File: config.mk
export PLATFORM = sky130hd
export DESIGN_NAME = puf_challenge_sequencer
export DESIGN_NICKNAME = d
export VERILOG_FILES = /design/src/rtl/puf_challenge_sequencer.sv
export SDC_FILE = /design/constraint.sdc
export NUM_CORES = 1
export LEC_CHECK = 0
export ABC_AREA = 1
export CORE_MARGIN = 2
export CORE_UTILIZATION = 52
export CTS_CLUSTER_SIZE = 28
export DETAILED_ROUTE_END_ITERATION = 6
export PLACE_DENSITY_LB_ADDON = 0.08
export SYNTH_ARGS = -nofsm -noshare
export SYNTH_HDL_FRONTEND = slang
export SYNTH_SLANG_ARGS = --single-unit
File: constraint.sdc
create_clock -name clk -period 1.7 [get_ports clk]
set_input_delay 0.34 -clock clk [delete_from_list [all_inputs] [get_ports clk]]
set_output_delay 0.34 -clock clk [all_outputs]
set_load 0.05 [all_outputs]
File: src/rtl/puf_challenge_sequencer.sv
// Seeded LFSR challenge generator for the arbiter-PUF chain, with optional input-network transform.
// Optional chal_par output (registered parity of chal) is enabled by defining CHAL_PARITY_EN.
//
// state | meaning
// IDLE  | waiting for a seed, seed_ready = 1
// RUN   | burst in progress, presenting challenges, busy = 1
module puf_challenge_sequencer #(
  parameter int                N_CB   = 32,
  parameter int                N_CHAL = 16,
  parameter logic [N_CB-1:0]   TAPS   = N_CB'(32'h8020_0003),
  localparam int               CNT_W  = (N_CHAL > 1) ? $clog2(N_CHAL) : 1
) (
  input  logic              clk,
  input  logic              rst_n,
  input  logic              seed_valid,
  output logic              seed_ready,
  input  logic [N_CB-1:0]   seed,
  input  logic              mode,
  input  logic              abort,
  output logic              chal_valid,
  input  logic              chal_ready,
  output logic [N_CB-1:0]   chal,
  output logic [CNT_W-1:0]  chal_idx,
  output logic              chal_last,
`ifdef CHAL_PARITY_EN
  output logic              chal_par,
`endif
  output logic              busy
);

  typedef enum logic {IDLE, RUN} state_t;

  localparam logic [CNT_W-1:0] LAST = CNT_W'(N_CHAL - 1);

  state_t           state;
  logic [N_CB-1:0]  lfsr;
  logic             mode_q;
  logic [CNT_W-1:0] idx;

  logic [N_CB-1:0]  seed_nz;
  logic [N_CB-1:0]  lfsr_step;
  logic [N_CB-1:0]  load_src;
  logic             load_mode;
  logic [N_CB-1:0]  chal_nxt;

  // Pairwise XOR fold: low half from adjacent pairs (0,1),(2,3)..., upper half from d[0] and shifted pairs.
  function automatic logic [N_CB-1:0] input_net(input logic [N_CB-1:0] d);
    logic [N_CB-1:0] c;
    c = '0;
    c[N_CB/2] = d[0];
    for (int k = 1; k < N_CB; k += 2)
      c[(k-1)/2] = d[k-1] ^ d[k];
    for (int m = 2; m <= N_CB-2; m += 2)
      c[N_CB/2 + m/2] = d[m-1] ^ d[m];
    return c;
  endfunction

  always_comb begin
    seed_nz   = (seed == '0) ? N_CB'(1) : seed;
    lfsr_step = {lfsr[N_CB-2:0], ^(lfsr & TAPS)};
    load_src  = (state == IDLE) ? seed_nz : lfsr_step;
    load_mode = (state == IDLE) ? mode : mode_q;
    chal_nxt  = load_mode ? input_net(load_src) : load_src;
  end

  always_ff @(posedge clk or negedge rst_n) begin
    if (!rst_n) begin
      state      <= IDLE;
      lfsr       <= '0;
      mode_q     <= 1'b0;
      idx        <= '0;
      chal       <= '0;
      chal_valid <= 1'b0;
`ifdef CHAL_PARITY_EN
      chal_par   <= 1'b0;
`endif
    end else begin
      case (state)
        IDLE: begin
          if (seed_valid && !abort) begin
            lfsr       <= seed_nz;
            mode_q     <= mode;
            idx        <= '0;
            chal       <= chal_nxt;
            chal_valid <= 1'b1;
            state      <= RUN;
`ifdef CHAL_PARITY_EN
            chal_par   <= ^chal_nxt;
`endif
          end
        end
        RUN: begin
          // abort wins over a same-cycle handshake, so that challenge is dropped uncounted
          if (abort) begin
            chal_valid <= 1'b0;
            state      <= IDLE;
          end else if (chal_valid && chal_ready) begin
            if (idx == LAST) begin
              chal_valid <= 1'b0;
              state      <= IDLE;
            end else begin
              lfsr <= lfsr_step;
              idx  <= idx + CNT_W'(1);
              chal <= chal_nxt;
`ifdef CHAL_PARITY_EN
              chal_par <= ^chal_nxt;
`endif
            end
          end
        end
        default: state <= IDLE;
      endcase
    end
  end

  assign seed_ready = (state == IDLE);
  assign busy       = (state == RUN);
  assign chal_idx   = idx;
  assign chal_last  = chal_valid && (idx == LAST);

endmodule

==> results.py <==
metrics = {
    "yosys": {
        "synth.distinct_cells": 26,
        "synth-seq-cells": 71,
        "synth_top_family_by_area": "compound AO/OA/AOI/OAI gates",
        "async_flop_share": 1.00,
        "synthCells": 505,
        "synthMuxAreaShare": 0,
        "synth_area_mm2": 0.00389,
        "avgSynthCellArea_um2": 7.70,
        "synthesis.nets": 544,
        "synth_compound_area_frac": 0.225,
        "synthAdderAreaFrac": 0.00322,
        "yosys.area_share.simple": 0.208,
        "synth-seq-area-share": 0.457,
        "ys_warn_count": 0,
        "ys.flop_type": "dfrtp_1",
        "synthXorXnorAreaFrac": 0.0225,
        "synth-edff-count": 0,
    },
    "global_route": {
        "grt_overflow": 0,
        "antenna_found_initial": 0,
        "grt_use_total": 0.275,
        "grt_pass1_vias": 3816,
        "grt_max_degree": 72,
        "grt_pass1_wl_um": 18100,
    },
    "place": {
        "place_congestion": 0.870,
        "dpl.hpwl_um": 7600,
        "port_buffers": 77,
        "place_area_mm2": 0.00511,
    },
    "routing": {
        "drt-total-wl_um": 10900,
        "drcViolationCount": 0,
        "drt-wirelength-per-cell_um": 14.9,
        "first_pass_iters": 5,
        "vias": 3917,
        "antenna_left": 0,
        "vias_per_cell": 5.32,
        "drt_iter0_markers": 281,
    },
    "pwr": {
        "switching_share": 0.437,
        "leakagePower_uw": 0.00264,
        "power_frac_comb": 0.463,
        "switchingPower_uw": 3190,
        "seqPwrFrac": 0.342,
        "clkPwrFrac": 0.195,
        "intPower_uw": 4120,
        "power_density_mw_per_mm2": 1350,
        "ir_worst_vdd_mv": 0.839,
    },
    "min_path": {
        "hp-class": "in2async",
    },
    "critical_path": {
        "startpoint_type": "flip-flop",
        "cp.required_ns": 1.94,
        "path_max_fanout": 26,
        "critPathCaptureType": "flip-flop",
        "critPathKind": "reg2reg",
        "arrival_ns": 1.89,
        "r2r_slack_ns": 0.06,
    },
    "die": {
        "io_pins": 78,
        "initial_core_util": 0.536,
        "num_rows": 31,
        "die-area_mm2": 0.00818,
        "die_h_um": 90.5,
        "die_w_um": 90.5,
        "coreArea_mm2": 0.00725,
    },
    "clock_network": {
        "cts_tree": "done",
        "ctsHoldBuffers": 0,
        "clockBufferDepth": 2,
        "htree_levels": 3,
        "cts.sinks": 71,
        "root_buffer": "clkbuf_8",
        "worstSkewPairLatency_ns": 0.36,
        "cts_buffers": 9,
        "clkTransAtPathRegs_ns": 0.09,
    },
    "layout": {
        "post-route-util": 0.747,
        "final_nets": 671,
        "fin_area_mm2": 0.00542,
        "drive_above_1_share": 0.257,
        "diodes": 0,
        "area_delta_synth_final_pct": 39.4,
    },
    "timing": {
        "hold_slack_ns": -0.0114,
        "setup_tns_ns": 0,
        "relSlewSlack": 0.657,
        "slew_viol_final": 0,
        "min_period_over_period": 0.966,
        "hold_violations": 14,
        "fmax_mhz": 609,
        "clock_skew_ns": 0.00938,
        "setup_viol": 0,
        "tightest_slew_ns": 0.511,
        "rsz0062_at_grt": "true",
        "finalCriticalPeriod_ns": 1.64,
    },
    "flow_run": {
        "cap_violations": 0,
    },
    "outcome": {
        "failed_checks": "hold timing",
        "status": "finished with violations",
    },
}
[layout by cell type (no fill, tap or decap), drive strengths merged]
master         synthesis  final
ha                     1      1
dfrtp                 71     71
clkinvlp               0      2
o21ai                 90     90
a21oi                 36     36
clkdlybuf4s50          0     36
o21a                   1      1
or2                    7      7
xor2                   5      5
xnor2                  5      5
bufinv                 0      1
a21boi                 1      1
a22o                   3      3
o211ai                18     18
clkbuf                 7     11
nand2                165    165
buf                   21    107
clkinv                 0      1
inv                   38     40
nor2                  30     30
nand3                  6      6
[cells by family after synthesis]
logic type	after synthesis
simple gates	208
flops	71
buf+inv	66
fa+ha+maj	1
xor+xnor	10
compound gates	149
[state kept, by name, summed over array words and instances (netlist names)]
register    cells
busy            1
chal           32
chal_idx        4
chal_valid      1
lfsr           32
mode_q          1
[critical path, cell delays in order, from the launching register on]
cell	delay, ns
dfrtp_2	0.46
buf_12	0.19
o21ai_4	0.18
inv_2	0.09
buf_12	0.16
a21oi_1	0.11
o21ai_1	0.11
o211ai_1	0.13
nand2_1	0.09
[stage by stage]
stage                     instances  power, uW  worst slack (ns)
after floorplan                 505       4650            0.0106
after global placement          716       5760            -0.137
after detailed placement        716       5820            -0.219
after CTS                       733       7270           0.00450
after global routing            736       7710           -0.0280
final                           736       7310            0.0570
[cells in the mapped netlist, types with 7 or more instances]
library cell / instances / share of area
inv_1: 27 / 0.026
buf_2: 9 / 0.012
nand2_1: 164 / 0.16
o21ai_1: 35 / 0.045
o21ai_0: 39 / 0.050
o211ai_1: 18 / 0.035
inv_2: 11 / 0.011
o21ai_2: 15 / 0.034
a21oi_1: 36 / 0.046
clkbuf_1: 7 / 0.0068
nor2_1: 30 / 0.029
dfrtp_1: 71 / 0.46
[final timing paths]
check / start / endpoint / cells after the start
hold reg to reg: chal[31] / chal[31] / 2
setup / recovery: busy / chal[6] / 8
max in group asynchronous: rst_n / lfsr[16] / 2
setup reg to reg: busy / chal[6] / 8
hold / removal: rst_n / chal_idx[3] / 2
min in group clk: chal[31] / chal[31] / 2
[power groups by stage]
stage | sequential (uW) | combinational [uW] | clock, uW
detailed placement | 2530 | 3300 | 0
CTS | 2490 | 3330 | 1440
floorplan | 3450 | 1200 | 0
finish | 2500 | 3380 | 1420
global route | 2560 | 3640 | 1510
global placement | 2510 | 3250 | 0
[cell type report]
cell class                 instances  area [um2]
clock buffer                      10         138
clock inverter                     6        67.6
fill                             573        1840
inverter                          38         150
multi-input combinational        368        1820
sequential                        71        1780
tap                               99         124
timing repair buffer             144        1340
[what timing repair did]
action / CTS / global route
buffers inserted: 1 / 2
resized for setup: 2 / 12
pin swaps: 0 / 1
cloned: 0 / 1
endpoints found under the setup margin: 1 / 24
[metal layers]
| metal | routed length, um | vias to the layer above | global-route usage |
|---|---|---|---|
| met5 | 0 | - | 0 |
| met2 | 5410 | 133 | 0.466 |
| met4 | 220 | 0 | 0.109 |
| met1 | 4700 | 1853 | 0.358 |
| li1 | - | 1910 | - |
| met3 | 601 | 21 | 0.0376 |
Note: power is estimated with default switching activity, not from simulation.
